`config.mk`:
```
export PLATFORM = sky130hd
export DESIGN_NAME = ldl_rr_pri_v2
export DESIGN_NICKNAME = d
export VERILOG_FILES = /design/src/rtl/ldl_rr_pkg.sv /design/src/rtl/ldl_rr_pick.sv /design/src/rtl/ldl_rr_pri_v2.sv
export SDC_FILE = /design/constraint.sdc
export NUM_CORES = 1
export LEC_CHECK = 0
export ABC_AREA = 0
export ABC_CLOCK_PERIOD_IN_PS = 8710
export BUFFER_PORTS_ARGS = -buffer_cell sky130_fd_sc_hd__buf_2
export CAP_MARGIN = 5
export CORE_MARGIN = 4
export CORE_UTILIZATION = 45
export CTS_CLUSTER_DIAMETER = 200
export DETAILED_ROUTE_END_ITERATION = 10
export SYNTH_ARGS = -nofsm -noshare
export SYNTH_HDL_FRONTEND = slang
export SYNTH_SLANG_ARGS = --single-unit
```
`constraint.sdc`:
```
create_clock -name clk -period 8.71 [get_ports clk]
set_clock_uncertainty 0.15 [all_clocks]
set_input_delay 0.4355 -clock clk [delete_from_list [all_inputs] [get_ports clk]]
set_output_delay 0.4355 -clock clk [all_outputs]
set_load 0.03 [all_outputs]
```
`src/rtl/ldl_rr_pkg.sv`:
```
// Shared types and helpers for the ldl_rr arbiter family.
// idx_t / cos_t are aliases at the default widths (BIN_WIDTH=3, COS_WIDTH=2).
package ldl_rr_pkg;

    typedef logic [2:0] idx_t;
    typedef logic [1:0] cos_t;

    localparam int OH_MAX = 256;

    // OR of the set bit positions; exact for a one-hot (or zero) input.
    function automatic logic [7:0] onehot_to_bin(input logic [OH_MAX-1:0] oh);
        logic [7:0] b;
        b = '0;
        for (int k = 0; k < OH_MAX; k++) begin
            if (oh[k]) begin
                b = b | 8'(k);
            end
        end
        return b;
    endfunction

endpackage

```
`src/rtl/ldl_rr_pick.sv`:
```
// Combinational masked round-robin search: first set bit of i_cand strictly
// above i_ptr, wrapping to the lowest set bit when nothing lies above it.
module ldl_rr_pick
    import ldl_rr_pkg::*;
#(
    parameter int BIN_WIDTH = 3
) (
    input  logic [(1 << BIN_WIDTH)-1:0] i_cand,
    input  logic [BIN_WIDTH-1:0]        i_ptr,
    output logic [(1 << BIN_WIDTH)-1:0] o_onehot,
    output logic [BIN_WIDTH-1:0]        o_bin,
    output logic                        o_found
);

    localparam int N = 1 << BIN_WIDTH;

    logic [N-1:0] w_mask;
    logic [N-1:0] w_masked;
    logic [N-1:0] w_src;
    logic [N-1:0] w_onehot;

    generate
        for (genvar gi = 0; gi < N; gi++) begin : g_mask
            assign w_mask[gi] = (BIN_WIDTH'(gi) > i_ptr);
        end
    endgenerate

    assign w_masked = i_cand & w_mask;
    assign w_src    = (|w_masked) ? w_masked : i_cand;
    // Two's-complement trick isolates the lowest set bit.
    assign w_onehot = w_src & (~w_src + N'(1));

    assign o_onehot = w_onehot;
    assign o_bin    = BIN_WIDTH'(onehot_to_bin(OH_MAX'(w_onehot)));
    assign o_found  = |i_cand;

endmodule

```
`src/rtl/ldl_rr_pri_v2.sv`:
```
// Class-of-service round-robin arbiter with per-class pointers, held grant and aging.
// Optional LDL_RR_PRI_V2_LOCK_EN adds a lock input that re-grants the current owner.
module ldl_rr_pri_v2
    import ldl_rr_pkg::*;
#(
    parameter int BIN_WIDTH = 3,
    parameter int COS_WIDTH = 2,
    parameter int AGE_WIDTH = 3,
    parameter int REQ_WIDTH = 1 << BIN_WIDTH
) (
    input  logic                           clk,
    input  logic                           rst,
`ifdef LDL_RR_PRI_V2_LOCK_EN
    input  logic                           lock,
`endif
    input  logic [REQ_WIDTH-1:0]           req,
    input  logic [REQ_WIDTH*COS_WIDTH-1:0] cos,
    input  logic                           ready,
    output logic [REQ_WIDTH-1:0]           ack,
    output logic [BIN_WIDTH-1:0]           bin,
    output logic                           valid
);

    localparam int                   NUM_COS = 1 << COS_WIDTH;
    localparam logic [AGE_WIDTH-1:0] AGE_MAX = '1;

    logic                 r_valid;
    logic [REQ_WIDTH-1:0] r_ack;
    logic [BIN_WIDTH-1:0] r_bin;
    logic [BIN_WIDTH-1:0] r_ptr [NUM_COS];
    logic [AGE_WIDTH-1:0] r_age [REQ_WIDTH];

    logic [COS_WIDTH-1:0] w_eff [REQ_WIDTH];
    logic [COS_WIDTH-1:0] w_top;
    logic [REQ_WIDTH-1:0] w_cand;
    logic [REQ_WIDTH-1:0] w_onehot;
    logic [BIN_WIDTH-1:0] w_bin;
    logic                 w_found;
    logic                 w_accept;
    logic                 w_slot_free;
    logic                 w_lock_hold;

    generate
        for (genvar gi = 0; gi < REQ_WIDTH; gi++) begin : g_req
            // A fully aged requester is promoted to the top class.
            assign w_eff[gi]  = (r_age[gi] == AGE_MAX) ? COS_WIDTH'(NUM_COS - 1)
                                                       : cos[gi*COS_WIDTH +: COS_WIDTH];
            assign w_cand[gi] = req[gi] && (w_eff[gi] == w_top);
        end
    endgenerate

    always_comb begin
        w_top = '0;
        for (int i = 0; i < REQ_WIDTH; i++) begin
            if (req[i] && (w_eff[i] > w_top)) begin
                w_top = w_eff[i];
            end
        end
    end

    ldl_rr_pick #(
        .BIN_WIDTH (BIN_WIDTH)
    ) u_pick (
        .i_cand   (w_cand),
        .i_ptr    (r_ptr[w_top]),
        .o_onehot (w_onehot),
        .o_bin    (w_bin),
        .o_found  (w_found)
    );

    assign w_accept    = r_valid && ready;
    assign w_slot_free = !r_valid || ready;

`ifdef LDL_RR_PRI_V2_LOCK_EN
    assign w_lock_hold = w_accept && lock && req[r_bin];
`else
    assign w_lock_hold = 1'b0;
`endif

    always_ff @(posedge clk) begin
        if (!rst) begin
            r_valid <= 1'b0;
            r_ack   <= '0;
            r_bin   <= '0;
            for (int c = 0; c < NUM_COS; c++) begin
                r_ptr[c] <= BIN_WIDTH'(REQ_WIDTH - 1);
            end
        end else if (w_slot_free && !w_lock_hold) begin
            r_valid <= w_found;
            r_ack   <= w_onehot;
            r_bin   <= w_bin;
            if (w_found) begin
                r_ptr[w_top] <= w_bin;
            end
        end
    end

    // Ages move only on an accepted grant; an idle requester always restarts at zero.
    always_ff @(posedge clk) begin
        for (int i = 0; i < REQ_WIDTH; i++) begin
            if (!rst || !req[i]) begin
                r_age[i] <= '0;
            end else if (w_accept && !w_lock_hold) begin
                if (r_bin == BIN_WIDTH'(i)) begin
                    r_age[i] <= '0;
                end else if (r_age[i] != AGE_MAX) begin
                    r_age[i] <= r_age[i] + AGE_WIDTH'(1);
                end
            end
        end
    end

    assign ack   = r_ack;
    assign bin   = r_bin;
    assign valid = r_valid;

endmodule

```
==> results of run 1 <==
## logic make-up after synthesis
group / synth area share [%]
mux: 3.83
xor+xnor: 1.80
flops: 33.9
buf+inv: 2.48
compound gates: 24.1
simple gates: 26.7
fa+ha+maj: 7.07
## worst min-delay path, stage by stage, from the launching register on
cell and delay, ps:
dfxtp_1 320, nand2_1 50, a21boi_0 60
## final cells by class
cell class / count / area (um^2) / area share (%)
clock inverters: 2 / 15.0 / 0.344
repair buffers: 48 / 265 / 6.07
clock buffers: 6 / 93.8 / 2.15
inverters: 9 / 33.8 / 0.773
well taps: 105 / 131 / 3.01
multi-input cells: 362 / 2510 / 57.4
flip-flops and latches: 48 / 1320 / 30.2
## worst paths after layout
check	startpoint	endpoint	cells after the start
worst min-delay path	ack[3]	ack[3]	2
worst max-delay path	r_age[0][3]	r_ptr[0][0]	34
worst max register to register	r_age[0][3]	r_ptr[0][0]	34
worst min register to register	ack[3]	ack[3]	2
## power breakdown
group          leakage (nW)  total, W  internal, W  switching [W]
clock                0.0573  0.000165    0.0000755      0.0000895
sequential            0.466  0.000324     0.000283      0.0000406
combinational          1.28  0.000422     0.000155       0.000267
total                  1.80  0.000911     0.000514       0.000397
## sequential cells by signal, indices dropped and copies added, names as in the netlist
signal,flops
valid,1
bin,3
r_age,24
r_ptr,12
ack,8
## routing by layer
layer  vias up  wire length, um
li1       1738                -
met3        16              574
met1      1683             4790
met4         0              221
met2       107             5280
met5         -                0
## cells in the final DEF, fill, tap and decap left out, drive strengths merged, types with 6 or more instances in the layout
master   n
nor2b   15
clkbuf   6
and2    20
o21ai   25
nor3    16
ha      22
inv     11
a21o    11
mux2i   10
nand2   50
buf     48
a211oi   6
dfxtp   12
nand2b   7
nand4    7
nor2    33
edfxtp  36
a21oi   11
xnor2    8
o211ai  14
nand3   25
## what timing repair did
item	4_1_cts	5_1_grt
endpoints found under the hold margin	0	0
endpoints found under the setup margin	0	23
resized for setup	0	7
setup buffers	0	2
## metrics by stage
stage / util, % / hold slack, ps / cells / cell area [um^2] / power [W]
after global routing: 52.6 / 340 / 580 / 4370 / 0.000967
after CTS: 52.1 / 321 / 578 / 4320 / 0.000891
after floorplan: - / 387 / 433 / 3890 / 0.000613
final: 52.6 / 316 / 580 / 4370 / 0.000911
after global placement: 50.7 / 302 / 570 / 4210 / 0.000727
after detailed placement: 50.7 / 307 / 570 / 4210 / 0.000728
==> results.sh, run 1 <==
export IMPL_drv_slew=0
export IMPL_fin_ws_ps=511
export IMPL_period_needed_ps=8200
export IMPL_yosys_warnings=0
export IMPL_path_max_fanout=21
export IMPL_via_per_inst=6.11
export IMPL_busiest_layer="met2"
export IMPL_synthArstFlopShare_pct=0
export IMPL_worst_path_buf_inv=3
export IMPL_syn_nets=482
export IMPL_tns_ps=0
export IMPL_vias=3544
export IMPL_place_congestion=0.908
export IMPL_status="complete, no violations"
export IMPL_end_kind="register"
export IMPL_dr_pass1_iters=5
export IMPL_grt_pass1_wl_um=17300
export IMPL_cts_buffer_depth=2
export IMPL_drv_cap=0
export IMPL_synth_edf_count=36
export IMPL_start_util_pct=46.9
export IMPL_synth_most_common_cell="nand2_1"
export IMPL_peakVddDrop_uv=178
export IMPL_wirelength_um=10900
export IMPL_die_area_mm2=0.0102
export IMPL_start_kind="register"
export IMPL_synth_cell_types=74
export IMPL_met1_usage_pct=28.7
export IMPL_area_growth_pct=12.2
export IMPL_grt_usage_pct=21.7
export IMPL_drtIter0Drc=302
export IMPL_die_w_um=101
export IMPL_cts_hold_buffers_added=0
export IMPL_diodes=0
export IMPL_hp_class="reg2reg"
export IMPL_grt_pass1_vias=3325
export IMPL_htreeDepth=2
export IMPL_n_fill_cell=780
export IMPL_wl_per_cell_um=18.7
export IMPL_ant_nets=0
export IMPL_post_route_drc_count=0
export IMPL_yosys_top_cells_area="edfxtp_1 (28%), ha_1 (7.1%), dfxtp_1 (6.2%)"
export IMPL_leakage_nw=1.80
export IMPL_syn_area_per_cell_um2=8.99
export IMPL_coreArea_mm2=0.00830
export IMPL_clkTransAtPathRegs_ps=110
export IMPL_relSlewSlack_pct=43.7
export IMPL_path_class="reg2reg"
export IMPL_worstPathArrival_ps=8240
export IMPL_insertion_delay_ps=320
export IMPL_crit_path_frequent_cell="ha_1"
export IMPL_grtUsageMet3_pct=3.74
export IMPL_rsz0062_at_grt="false"
export IMPL_tightest_slew_ps=843
export IMPL_met2_usage_pct=36.6
export IMPL_grt_overflow_total=0
export IMPL_antenna_found_initial=0
export IMPL_rrSetupSlack_ps=510
export IMPL_postSynthCellCount=433
export IMPL_cp_slowest_cell="or4_1"
export IMPL_drive_gt1_share_pct=19.2
export IMPL_yosys_area_top_type="edfxtp_1"
export IMPL_die_y_um=101
export IMPL_cts_sinks=48
export IMPL_root_buffer="clkbuf_8"
export IMPL_synth_common_cells="nand2_1 (50), edfxtp_1 (36), nor2_1 (33)"
export IMPL_place_ws_ps=181
export IMPL_hpwl_um=8300
export IMPL_grt_max_degree=29
export IMPL_portBuffers=38
export IMPL_ys_ff_latch=48
export IMPL_seq_area_frac_synth_pct=33.9
export IMPL_fin_crit_sh_pct=94.1
export IMPL_hold_viol_final=0
export IMPL_nets=523
export IMPL_yosysTopAreaCellShare_pct=27.8
export IMPL_cp_slowest_stage_delay_ps=490
export IMPL_crit_family="compound AO/OA/AOI/OAI gates"
export IMPL_cellPowerDensity_mw_per_mm2=208
export IMPL_synth_area_mm2=0.00389
export IMPL_synth_ff_type="edfxtp_1"
export IMPL_io_pins=39
export IMPL_cts_tree="built"
export IMPL_num_rows=33
export IMPL_setup_violations_final=0
export IMPL_cts_buffers=5
export IMPL_clock_fmax_mhz=122
export IMPL_cp_required_ps=8750
Note: power is estimated with default switching activity, not from simulation.
==> run 2, diff against run 1 <==
Settings changed: RECOVER_POWER from default to 50.
==> run 2 against run 1 <==
Fmax fell by 0.17%. Critical path depth did not move. Via count rose by 0.28%. Sequential cell count did not move. Non-clock buffer count did not move. Largest power group unchanged. Highest routed layer unchanged.
==> results.sh, run 2 (synthesized netlist as in run 1, its figures left out) <==
export IMPL_status="complete, no violations"
export IMPL_grt_pass1_wl_um=17300
export IMPL_peakVddDrop_uv=176
export IMPL_met1_usage_pct=28.7
export IMPL_vias=3554
export IMPL_end_kind="register"
export IMPL_cellPowerDensity_mw_per_mm2=209
export IMPL_relSlewSlack_pct=13.0
export IMPL_root_buffer="clkbuf_8"
export IMPL_cts_tree="built"
export IMPL_drtIter0Drc=330
export IMPL_area_growth_pct=11.8
export IMPL_r2r_end="r_ptr[0][0]"
export IMPL_wirelength_um=10900
export IMPL_fin_crit_sh_pct=94.3
export IMPL_whs_ps=322
export IMPL_tightest_slew_ps=1310
export IMPL_layout_commonest_cell="nand2_1"
export IMPL_cts_sinks=48
export IMPL_grt_usage_pct=21.7
export IMPL_die_y_um=101
export IMPL_rsz0062_at_grt="false"
export IMPL_ant_nets=0
export IMPL_hp_class="reg2reg"
export IMPL_place_congestion=0.908
export IMPL_grt_max_degree=29
export IMPL_cp_required_ps=8740
export IMPL_via_per_inst=6.13
export IMPL_io_pins=39
export IMPL_drive_gt1_share_pct=16.4
export IMPL_met2_usage_pct=36.6
export IMPL_diodes=0
export IMPL_portBuffers=38
export IMPL_period_needed_ps=8210
export IMPL_final_cell_mix="nand2_1 (50), edfxtp_1 (36), nor2_1 (31), buf_2 (25), nand3_1 (23)"
export IMPL_rrSetupSlack_ps=500
export IMPL_p_total_w=0.000908
export IMPL_tns_ps=0
export IMPL_num_rows=33
export IMPL_antenna_found_initial=0
export IMPL_crit_path_frequent_cell="ha_1"
export IMPL_start_kind="register"
export IMPL_grt_pass1_vias=3325
export IMPL_path_max_fanout=21
export IMPL_cp_slowest_cell="or4_1"
export IMPL_setup_violations_final=0
export IMPL_clock_fmax_mhz=122
export IMPL_die_area_mm2=0.0102
export IMPL_drv_slew=0
export IMPL_min_from="ack[3]"
export IMPL_busiest_layer="met2"
export IMPL_endpoint="r_ptr[0][0]"
export IMPL_cts_buffer_depth=2
export IMPL_hpwl_um=8300
export IMPL_worstPathArrival_ps=8250
export IMPL_start_util_pct=46.9
export IMPL_reg2regPathDepth=34
export IMPL_path_class="reg2reg"
export IMPL_die_w_um=101
export IMPL_post_route_drc_count=0
export IMPL_insertion_delay_ps=320
export IMPL_cp_slowest_stage_delay_ps=490
export IMPL_drv_cap=0
export IMPL_r2r_start="r_age[0][3]"
export IMPL_cts_buffers=5
export IMPL_grt_overflow_total=0
export IMPL_leakage_nw=1.74
export IMPL_cts_hold_buffers_added=0
export IMPL_htreeDepth=2
export IMPL_dr_pass1_iters=5
export IMPL_largest_register="r_age"
export IMPL_clkTransAtPathRegs_ps=100
export IMPL_grtUsageMet3_pct=3.74
export IMPL_wl_per_cell_um=18.8
export IMPL_coreArea_mm2=0.00830
export IMPL_nets=523
export IMPL_hold_viol_final=0
export IMPL_largest_reg_flops=24
export IMPL_setup_worst_path_start="r_age[0][3]"
run 2: power breakdown:
| part | total, W | internal, W | switching, W |
|---|---|---|---|
| Combinational | 0.000420 | 0.000152 | 0.000268 |
| Clock | 0.000164 | 0.0000755 | 0.0000884 |
| Sequential | 0.000324 | 0.000283 | 0.0000406 |
| Total | 0.000908 | 0.000511 | 0.000397 |
run 2: final cells by class:
| type | count | area, um^2 |
|---|---|---|
| fill | 786 | 3950 |
| multi-input combinational | 362 | 2510 |
| sequential | 48 | 1320 |
| timing repair buffer | 48 | 249 |
| tap | 105 | 131 |
| clock buffer | 6 | 93.8 |
| inverter | 9 | 33.8 |
| clock inverter | 2 | 15.0 |
run 2: worst max-delay path, delay by kind of cell, from the launching register on:
| family | cells | cell delay [ps] |
|---|---|---|
| DFF | 1 | 430 |
| and+or+nand+nor | 9 | 2020 |
| muxes | 2 | 320 |
| buffers and inverters | 3 | 550 |
| adders and majority gates | 5 | 1410 |
| AOI/OAI and AO/OA | 15 | 3220 |
run 2: how the worst min path moves through the flow:
stage | endpoint | slack (ps) | cells after the start
after floorplan | r_age[0][0] | 390 | 1
after global placement | ack[1] | 300 | 2
after detailed placement | ack[3] | 310 | 2
after CTS | ack[3] | 320 | 2
after global routing | ack[3] | 350 | 2
final | ack[3] | 320 | 2
run 2: metal layers:
metal / part of all wire [%] / vias up
met2: 48 / 105
met5: 0 / -
li1: - / 1739
met1: 44 / 1683
met3: 4.8 / 27
met4: 2.5 / 0
run 2: repair_timing:
| item | CTS | global route |
|---|---|---|
| gates resized for setup | 0 | 7 |
| endpoints found under the setup margin | 0 | 23 |
| setup buffers | 0 | 2 |
run 2: through the flow:
| stage | instances | setup slack, ps | util, % | cell area [um^2] |
|---|---|---|---|---|
| floorplan | 433 | 1010 | - | 3890 |
| global placement | 570 | 469 | 50.7 | 4210 |
| global route | 580 | 17.2 | 52.4 | 4350 |
| detailed placement | 570 | 181 | 50.7 | 4210 |
| CTS | 578 | 131 | 52.1 | 4320 |
| finish | 580 | 497 | 52.4 | 4350 |
